$ cat src/rtl/timer_irq_pkg.sv
// Shared definitions for the 32-bit countdown timer: register map, CTRL field
// layout, controller states and mode encodings.
package timer_irq_pkg;

    localparam int DATA_W = 32;

    // Word addresses as selected by bus byte-address bits [3:2].
    localparam logic [1:0] ADDR_CTRL   = 2'd0;
    localparam logic [1:0] ADDR_PRESET = 2'd1;
    localparam logic [1:0] ADDR_COUNT  = 2'd2;

    localparam int CTRL_W       = 4;
    localparam int CTRL_EN_BIT  = 0;
    localparam int CTRL_MODE_LO = 1;
    localparam int CTRL_MODE_HI = 2;
    localparam int CTRL_IM_BIT  = 3;

    // Mode encodings 2 and 3 are not listed; they fall back to one-shot.
    localparam logic [1:0] MODE_ONESHOT = 2'd0;
    localparam logic [1:0] MODE_AUTO    = 2'd1;

    // Field order matches the CTRL bit positions above (im is bit 3).
    typedef struct packed {
        logic       im;
        logic [1:0] mode;
        logic       en;
    } ctrl_t;

    typedef enum logic [1:0] {
        ST_IDLE = 2'd0,
        ST_LOAD = 2'd1,
        ST_CNT  = 2'd2,
        ST_INT  = 2'd3
    } state_e;

endpackage

$ cat src/rtl/timer_irq.sv
// Memory-mapped 32-bit countdown timer with one-shot and auto-reload modes,
// driving a single maskable interrupt line.
module timer_irq
    import timer_irq_pkg::*;
(
    input  logic              clk,
    input  logic              reset,
    input  logic [1:0]        addr,
    input  logic              we,
    input  logic [DATA_W-1:0] din,
    output logic [DATA_W-1:0] dout,
    output logic              irq
);

    ctrl_t             ctrl_q, ctrl_d;
    logic [DATA_W-1:0] preset_q, preset_d;
    logic [DATA_W-1:0] count_q, count_d;
    logic              irq_flag_q, irq_flag_d;
    state_e            state_q, state_d;

    logic ctrl_wr;
    logic preset_wr;

    assign ctrl_wr   = we && (addr == ADDR_CTRL);
    assign preset_wr = we && (addr == ADDR_PRESET);

    // NOTE: every signal assigned here gets a default first, so no path
    // through the case/if tree leaves one unassigned and infers a latch.
    always_comb begin
        state_d    = state_q;
        ctrl_d     = ctrl_q;
        preset_d   = preset_q;
        count_d    = count_q;
        irq_flag_d = irq_flag_q;

        // The controller only ever sees the registered En, so a CTRL write
        // influences state transitions from the following cycle onward.
        case (state_q)
            ST_IDLE: begin
                if (ctrl_q.en) begin
                    state_d = ST_LOAD;
                end
            end
            ST_LOAD: begin
                count_d = preset_q;
                state_d = ST_CNT;
            end
            ST_CNT: begin
                if (!ctrl_q.en) begin
                    state_d = ST_IDLE;
                end else if (count_q > 32'd1) begin
                    count_d = count_q - 32'd1;
                end else begin
                    count_d    = '0;
                    irq_flag_d = 1'b1;
                    state_d    = ST_INT;
                end
            end
            ST_INT: begin
                state_d = ST_IDLE;
                if (ctrl_q.mode == MODE_AUTO) begin
                    irq_flag_d = 1'b0;
                end else begin
                    ctrl_d.en = 1'b0;
                end
            end
            default: begin
                state_d = ST_IDLE;
            end
        endcase

        if (preset_wr) begin
            preset_d = din;
        end

        // A bus write to CTRL is applied last so it wins over both the
        // one-shot En clear and a same-edge interrupt set.
        if (ctrl_wr) begin
            ctrl_d.en   = din[CTRL_EN_BIT];
            ctrl_d.mode = din[CTRL_MODE_HI:CTRL_MODE_LO];
            ctrl_d.im   = din[CTRL_IM_BIT];
            irq_flag_d  = 1'b0;
        end
    end

    // NOTE: sequential state uses non-blocking assignments so every flop
    // samples its _d value from before this edge, independent of order.
    always_ff @(posedge clk) begin
        if (reset) begin
            ctrl_q     <= '0;
            preset_q   <= '0;
            count_q    <= '0;
            irq_flag_q <= 1'b0;
            state_q    <= ST_IDLE;
        end else begin
            ctrl_q     <= ctrl_d;
            preset_q   <= preset_d;
            count_q    <= count_d;
            irq_flag_q <= irq_flag_d;
            state_q    <= state_d;
        end
    end

    always_comb begin
        dout = '0;
        case (addr)
            ADDR_CTRL:   dout = {{(DATA_W-CTRL_W){1'b0}}, ctrl_q};
            ADDR_PRESET: dout = preset_q;
            ADDR_COUNT:  dout = count_q;
            default:     dout = '0;
        endcase
    end

    // Built only from flops, so nothing on the bus reaches irq combinationally.
    assign irq = irq_flag_q & ctrl_q.im;

endmodule

$ cat config.mk
export PLATFORM = sky130hd
export DESIGN_NAME = timer_irq
export DESIGN_NICKNAME = d
export VERILOG_FILES = /design/src/rtl/timer_irq_pkg.sv /design/src/rtl/timer_irq.sv
export SDC_FILE = /design/constraint.sdc
export NUM_CORES = 1
export LEC_CHECK = 0
export BUFFER_PORTS_ARGS = -buffer_cell sky130_fd_sc_hd__buf_2
export CORE_MARGIN = 1.5
export CORE_UTILIZATION = 51
export DETAILED_ROUTE_END_ITERATION = 12
export GPL_TIMING_DRIVEN = 0
export PLACE_DENSITY = 0.77
export SLEW_MARGIN = 5
export SYNTH_ARGS = -nofsm -noshare
export SYNTH_HDL_FRONTEND = slang
export SYNTH_SLANG_ARGS = --single-unit
$ cat constraint.sdc
create_clock -name clk -period 2.3 [get_ports clk]
set_clock_uncertainty 0.15 [all_clocks]
set_input_delay 0.23 -clock clk [delete_from_list [all_inputs] [get_ports clk]]
set_output_delay 0.23 -clock clk [all_outputs]
set_load 0.01 [all_outputs]
==> results of run 1 <==
[area by class of cell]
class,instances,area [um^2]
clock buffers,12,155
plain buffers,43,183
flip-flops and latches,71,1430
multi-input cells,411,2550
clock inverters,4,53.8
well taps,102,128
fillers,633,2400
inverters,5,18.8
repair buffers,109,728
[power breakdown]
group          internal (mW)  switching (mW)
clock network          0.563           0.508
logic                  0.310           0.414
registers               1.26          0.0419
[worst reg2reg max path, stage by stage (launching register included)]
cell and delay, ps:
dfxtp_4 350, or4_4 540, or4_4 440, or4b_4 550, o21ai_4 90, a2111oi_2 80
[worst max path at each step]
stage	startpoint	endpoint	depth (start not counted)
after floorplan	count_q[24]$_SDFFE_PP0P_	count_q[19]$_SDFFE_PP0P_	5
after global placement	count_q[2]$_SDFFE_PP0P_	count_q[29]$_SDFFE_PP0P_	7
after detailed placement	count_q[2]$_SDFFE_PP0P_	count_q[29]$_SDFFE_PP0P_	7
after CTS	count_q[25]$_SDFFE_PP0P_	count_q[27]$_SDFFE_PP0P_	5
after global routing	count_q[25]$_SDFFE_PP0P_	count_q[22]$_SDFFE_PP0P_	5
final	count_q[25]$_SDFFE_PP0P_	count_q[22]$_SDFFE_PP0P_	5
[registers in the layout, summed over array words and instances, names as in the netlist]
signal,count
count_q,32
state_q,2
irq_flag_q,1
preset_q,32
ctrl_q,4
[cells in the mapped netlist, drive strengths merged (4+ instances only)]
cell type / instances
a211oi: 19
a21oi: 56
a22o: 29
a311oi: 5
clkbuf: 46
dfxtp: 71
inv: 5
mux2i: 12
nand2: 93
nand2b: 6
nand3: 17
nand4: 4
nor2: 41
nor2b: 5
nor3: 14
nor4: 17
o211ai: 7
o21a: 5
o21ai: 30
o31a: 4
o31ai: 4
or2: 4
or4: 7
[kinds of logic after synthesis]
| group | count (synthesis) | synth area share, % |
|---|---|---|
| multiplexers | 12 | 3.02 |
| AND/OR/NAND/NOR | 224 | 26.7 |
| flip-flops | 71 | 35.8 |
| AO/OA/AOI/OAI | 172 | 28.6 |
| adder cells (fa/ha/maj) | 2 | 0.630 |
| buffers and inverters | 53 | 5.04 |
| XOR/XNOR | 1 | 0.220 |
[per-layer routing]
metal | vias to the layer above | global-route usage [%] | routed length [um]
met4 | 0 | 16.5 | 443
li1 | 2188 | - | -
met3 | 42 | 10.1 | 1360
met1 | 2184 | 40.7 | 5580
met2 | 295 | 55.4 | 6420
met5 | - | 0 | 0
[timing repair]
| item | CTS | global route |
|---|---|---|
| hold buffers | 32 | 0 |
| setup buffers | 9 | 0 |
| resized for setup | 30 | 38 |
| hold endpoints to repair | 35 | 0 |
| pin swaps | 4 | 5 |
| endpoints found under the setup margin | 54 | 36 |
[metrics by stage]
stage	setup WS, ps	cell area [um^2]	instances
after floorplan	6.46	3970	535
after global placement	-508	4440	705
after detailed placement	-546	4440	705
after CTS	-30.1	5140	759
after global routing	-88.0	5250	757
final	-38.1	5250	757
==> results.txt, run 1 <==
setup TNS: -96.9 ps
Crit. End Element: flip-flop
minimum hold slack: 109 ps
worst hold endpoint: count_q[31]$_SDFFE_PP0P_
Unique masters post-synth: 46
Site Rows: 32
Final Hold Fails: 0
clock buffer depth: 2
Most used DFF post-synth: dfxtp_1
IO Port Bufs: 68
IO Pins: 70
diode count: 0
First-pass DRT Iterations: 7
worst skew pair latency: 360 ps
CTS sink cnt: 71
crit share post-route: 102%
first-pass GRT wire length: 22.2 mm
Root Buffer: clkbuf_8
CTS tree: built
initial antenna violation count: 0
Post-layout nets: 689
GRT Util Overall: 34.0%
total die area: 0.00833 mm^2
GPL Wtd Cong: 0.971
crit-path cells: or4_4 > or4_4 > or4b_4 > o21ai_4 > a2111oi_2
top-area cell type share of the netlist area: 35.8%
Util after Layout: 68.6%
worst setup margin: -38.1 ps
Syn. warnings: 0
FMAX: 428 MHz
most common cell after layout, fill and taps aside: nand2_1
DRT antenna net count: 0
wire length after detailed routing: 13.8 mm
overall power: 3.10 mW
CP startpoint kind: flip-flop
#FFs+latches synth: 71
RSZ-0062 raised after global routing: yes
Vias: 4709
vias per inst: 6.22
most frequent cells in the layout: 93 x nand2_1, 71 x buf_2, 65 x dfxtp_1, 56 x a21oi_1, 39 x nor2_1
area of the mapped netlist: 0.00397 mm^2
CP bufs+invs: 0
# setup viols final: 3
slowest cell delay on critical path: 550 ps
cell repeated most along the worst path: or4_4
Final Slew Violations: 0
Max Cap Viol: 0
count of flip-flops with a built-in enable after synthesis: 0
CP max stage cell: or4b_4
GR Overflow Total: 0
status: complete, but fails checks
max_slew headroom: 44.6%
HP Start: reset
H-tree depth: 3
crit path time final: 2340 ps
Tightest Pin Transition: 830 ps
Arr. time, crit path: 2400 ps
worst vdd ir: 0.391 mV
Area Overhead vs Synth: 32.1%
crit-path max FO: 4
pwr dens: 591 mW/mm^2
area leader, netlist: dfxtp_1
FFs w/ async S/R, synth: 0%
Routed wire per std cell: 18.2 um
ranking of synthesized cells by area: dfxtp_1 36%, nand2_1 8.8%, a21oi_1 7.1%, a22o_1 6.4%, clkbuf_1 4.3%
largest net degree at the start of global routing: 13
DP HPWL: 9.16 mm
area of the core: 0.00765 mm^2
reg-to-reg setup timing slack: -40 ps
cell count after synthesis: 535
# DRC: 0
Pleak: 2.13 nW
Die Span Y: 91.3 um
hold depth: 4
Critical R2R Capture: count_q[22]$_SDFFE_PP0P_
vias in the first global route: 4526
Reg-to-Reg Start: count_q[25]$_SDFFE_PP0P_
failing checks: negative setup slack
layout cells sized above 1: 22.0%
HP Class: in2reg
Reg clk slew, reported paths: 80 ps
die width: 91.3 um
initial drt markers: 522
TritonCTS buffer count: 9
Register-to-Register Path Depth: 5
CP delay by family, top: simple AND/OR/NAND/NOR gates
critical path required time: 2360 ps
syn nets: 574
CP Class: reg2reg
Initial Util: 52.0%
Seq/Total Area, Yosys: 35.8%
Mean Syn Cell Area: 7.43 um^2
Note: power is estimated with default switching activity, not from simulation.
==> run 2, diff against run 1 <==
- PLACE_DENSITY: 0.77 -> 0.86
==> run 2 against run 1 <==
The run still ends with negative setup slack left; critical path depth did not move; highest routed layer unchanged; sequential cell count unchanged; largest cell class unchanged; die area unchanged.
==> results.txt, run 2 (synthesis gave the netlist of run 1 again) <==
status: complete, but fails checks
failing checks: negative setup slack
CTS tree: built
Routed wire per std cell: 18.8 um
Post-layout nets: 685
Regs by FF count: count_q: 32 flops, preset_q: 32 flops, ctrl_q: 4 flops
Final Hold Fails: 0
IO Port Bufs: 68
diode count: 0
fill cell count: 665
max_slew headroom: 43.3%
Final Slew Violations: 0
worst setup margin: -46.5 ps
CP startpoint kind: flip-flop
Area Overhead vs Synth: 28.1%
First-pass DRT Iterations: 5
register area: 0.00143 mm^2
# DRC: 0
initial antenna violation count: 0
crit path time final: 2350 ps
area of the core: 0.00765 mm^2
CP bufs+invs: 0
worst skew pair latency: 360 ps
largest net degree at the start of global routing: 12
vias in the first global route: 4654
die width: 91.3 um
multi-input logic area: 0.00248 mm^2
RSZ-0062 raised after global routing: yes
CTS sink cnt: 71
Tightest Pin Transition: 848 ps
first-pass GRT wire length: 22.2 mm
Die Span Y: 91.3 um
HP Class: in2reg
CP max stage cell: or4b_4
Util after Layout: 66.6%
cell repeated most along the worst path: or4_4
pwr dens: 563 mW/mm^2
DRT antenna net count: 0
GPL Wtd Cong: 1.00
FMAX: 426 MHz
GR Overflow Total: 0
vias per inst: 6.33
Arr. time, crit path: 2410 ps
wire length after detailed routing: 14.1 mm
Pleak: 2.07 nW
Initial Util: 52.0%
IO Pins: 70
clock buffer depth: 2
crit-path max FO: 4
layout cells sized above 1: 20.2%
CP Class: reg2reg
TritonCTS buffer count: 9
critical path required time: 2360 ps
H-tree depth: 3
total die area: 0.00833 mm^2
crit-path cells: or4_4 > or4_4 > or4b_4 > o21ai_2 > a2111oi_2
CP delay by family, top: simple AND/OR/NAND/NOR gates
Root Buffer: clkbuf_8
Vias: 4763
Crit. End Element: flip-flop
Max Cap Viol: 0
worst vdd ir: 0.328 mV
DP HPWL: 9.27 mm
slowest cell delay on critical path: 540 ps
Site Rows: 32
GRT Util Overall: 33.7%
most frequent cells in the layout: 93 x nand2_1, 71 x buf_2, 66 x dfxtp_1, 56 x a21oi_1, 40 x nor2_1
initial drt markers: 686
crit share post-route: 102%
most common cell after layout, fill and taps aside: nand2_1
DP Worst Slack: -431 ps
# setup viols final: 4
Reg clk slew, reported paths: 70 ps
## run 2: cell types whose count changed in the layout (fill, tap and decap cells not counted), moves of 2 or more
cell      delta
nor3_1       +2
clkbuf_2     +2
nor4_1       +5
clkinv_2     +3
buf_4        -4
nor3_4       -2
nor4_2       -5
## run 2: area by class of cell
type                    count  share of cell area [%]
multi-input cells         411                    48.7
flip-flops and latches     71                    28.1
repair buffers            105                    13.7
plain buffers              43                    3.49
clock buffers              11                    2.78
well taps                 102                    2.51
clock inverters             4                   0.442
inverters                   5                   0.369
## run 2: timing repair
action / CTS / global route
pin swaps: 5 / 2
gates resized for setup: 21 / 29
hold buffers: 31 / 0
setup buffers: 6 / 0
setup endpoints to repair: 54 / 43
endpoints found under the hold margin: 32 / 0
## run 2: where the power goes
part	switching, mW	internal, mW
Clock	0.474	0.409
Combinational	0.403	0.274
Sequential	0.0413	1.26
## run 2: final timing paths
kind | start | end | slack (ps) | cells past startpoint
worst max-delay path | count_q[25]$_SDFFE_PP0P_ | count_q[22]$_SDFFE_PP0P_ | -50 | 5
worst min-delay path | din[3] | preset_q[3]$_SDFFE_PP0P_ | 4 | 3
worst max register to register | count_q[25]$_SDFFE_PP0P_ | count_q[22]$_SDFFE_PP0P_ | -50 | 5
worst min register to register | irq_flag_q$_SDFFE_PP0P_ | irq_flag_q$_SDFFE_PP0P_ | 320 | 1
## run 2: metrics by stage
step                hold WS (ps)  cell area (um^2)  power (mW)  setup TNS [ps]  instances
finish                      4.32              5090        2.86            -116        752
floorplan                    216              3970        1.68               0        535
CTS                        0.661              5020        2.80           -65.8        754
global route                12.9              5090        2.96            -615        752
detailed placement           309              4440        1.86          -12510        705
global placement             306              4440        1.85          -11790        705
## run 2: worst register-to-register path: stages, from the launching register on
cell and delay (ps):
dfxtp_4 350, or4_4 540, or4_4 440, or4b_4 540, o21ai_2 110, a2111oi_2 90
## run 2: layer usage
layer / global-route usage [%] / vias up / wire, um
met2: 55.6 / 336 / 6620
met4: 21.2 / 0 / 616
met1: 38.9 / 2185 / 5380
met5: 0 / - / 0
li1: - / 2176 / -
met3: 8.29 / 66 / 1510
==> run 3, diff against run 2 <==
- SETUP_SLACK_MARGIN: not set -> 0.02
- SKIP_LAST_GASP: not set -> 1
==> run 3 against run 2 <==
Final cell count unchanged; design area up 0.91%; fmax shrank 0.50%; critical path depth grew 2; sequential power hardly changed; largest power group unchanged; wire length up 1.3%; worst hold slack improved by 9.4 ps; die area stayed put; via count grew 1.1%; the flow still finishes with violations (negative setup slack).
==> results.txt, run 3 (synthesis gave the netlist of run 1 again) <==
max_slew headroom: 42.8%
CTS tree: built
largest net degree at the start of global routing: 12
First-pass DRT Iterations: 5
slowest cell delay on critical path: 540 ps
IO Pins: 70
vias in the first global route: 4511
initial antenna violation count: 0
H-tree depth: 3
HP Class: in2reg
Vias: 4815
total die area: 0.00833 mm^2
worst skew pair latency: 360 ps
failing checks: negative setup slack
diode count: 0
status: complete, but fails checks
FMAX: 424 MHz
crit-path cells: or4_4 > buf_4 > nor4_1 > nand4_1 > buf_4 > o211ai_1 > a211oi_1
CP startpoint kind: flip-flop
DRT antenna net count: 0
die width: 91.3 um
# DRC: 0
Die Span Y: 91.3 um
CP max stage cell: or4_4
Initial Util: 52.0%
worst setup margin: -58.2 ps
Pleak: 2.10 nW
Final Hold Fails: 0
crit path time final: 2360 ps
TritonCTS buffer count: 9
vias per inst: 6.40
CP Class: reg2reg
Tightest Pin Transition: 857 ps
Root Buffer: clkbuf_8
Arr. time, crit path: 2420 ps
most common cell after layout, fill and taps aside: nand2_1
Regs by FF count: count_q: 32 flops, preset_q: 32 flops, ctrl_q: 4 flops
GPL Wtd Cong: 0.994
initial drt markers: 638
# setup viols final: 11
DP HPWL: 9.27 mm
RSZ-0062 raised after global routing: yes
clock buffer depth: 2
CTS sink cnt: 71
Site Rows: 32
critical path required time: 2360 ps
DP Worst Slack: -453 ps
GRT Util Overall: 34.1%
Final Slew Violations: 0
most frequent cells in the layout: 93 x nand2_1, 68 x dfxtp_1, 68 x buf_2, 56 x a21oi_1, 39 x nor2_1
worst vdd ir: 0.390 mV
crit-path max FO: 10
layout cells sized above 1: 21.1%
area of the core: 0.00765 mm^2
Max Cap Viol: 0
cell repeated most along the worst path: buf_4
IO Port Bufs: 68
Reg clk slew, reported paths: 70 ps
first-pass GRT wire length: 22.2 mm
Crit. End Element: flip-flop
pwr dens: 563 mW/mm^2
crit share post-route: 103%
Area Overhead vs Synth: 29.3%
overall power: 2.89 mW
wire length after detailed routing: 14.3 mm
Routed wire per std cell: 19.0 um
GR Overflow Total: 0
Post-layout nets: 685
==> run 3: changes by cell type in the layout (fill, tap and decap cells not counted), moves of 2 or more <==
cell / before / now
nor4_2: 2 / 5
dfxtp_1: 66 / 68
buf_4: 6 / 9
buf_2: 71 / 68
clkbuf_2: 10 / 12
dfxtp_2: 4 / 2
nor4_1: 12 / 9
clkbuf_1: 31 / 28
==> run 3: path summary, 6_finish.rpt <==
kind                                                from                        to  slack [ps]  cells past startpoint
worst max register to register  count_q[25]$_SDFFE_PP0P_  count_q[23]$_SDFFE_PP0P_         -60                      7
worst min-delay path                              din[2]    ctrl_q[2]$_SDFFE_PP0P_          10                      3
worst max-delay path            count_q[25]$_SDFFE_PP0P_  count_q[23]$_SDFFE_PP0P_         -60                      7
worst min register to register   irq_flag_q$_SDFFE_PP0P_   irq_flag_q$_SDFFE_PP0P_         310                      1
==> run 3: per-stage QoR <==
step | std cells | TNS [ps] | hold WS (ps) | util [%] | instance area, um^2
finish | 752 | -292 | 13.7 | 67.2 | 5140
floorplan | 535 | 0 | 216 | - | 3980
detailed placement | 705 | -13380 | 297 | 58.1 | 4450
CTS | 755 | -210 | 4.10 | 65.6 | 5020
global route | 752 | -588 | 7.37 | 67.2 | 5140
global placement | 705 | -12030 | 306 | 58.1 | 4450
==> run 3: where the power goes <==
group          internal, mW  switching [mW]
logic                 0.292           0.414
registers              1.26          0.0431
clock network         0.409           0.470
==> run 3: final cells by class <==
type                            instances  area, um^2
Clock buffer                           11         141
Fill cell                             636        2510
Inverter                                5        18.8
Tap cell                              102         128
Timing Repair Buffer                  106         703
Multi-Input combinational cell        411        2510
Sequential cell                        71        1430
Buffer                                 42         184
Clock inverter                          4        22.5
==> run 3: timing repair <==
action                                  CTS  global route
endpoints found under the setup margin   54            59
hold buffers                             31             0
setup buffers                             6             1
resized for setup                        19            44
endpoints found under the hold margin    34             0
pin swaps                                 4             4
==> run 3: per-layer routing <==
layer | GRT usage [%] | part of all wire, % | wire length (um) | vias to the layer above
li1 | - | - | - | 2178
met1 | 41.0 | 39 | 5560 | 2227
met2 | 55.8 | 46 | 6630 | 332
met3 | 8.71 | 9.9 | 1410 | 78
met4 | 18.1 | 4.9 | 700 | 0
met5 | 0 | 0 | 0 | -
==> run 3: worst max-delay path: cells and delay by family, from the launching register on <==
kind | cells | cell delay [ps]
DFF | 1 | 350
buffers and inverters | 2 | 430
and+or+nand+nor | 3 | 1040
AOI/OAI and AO/OA | 2 | 250
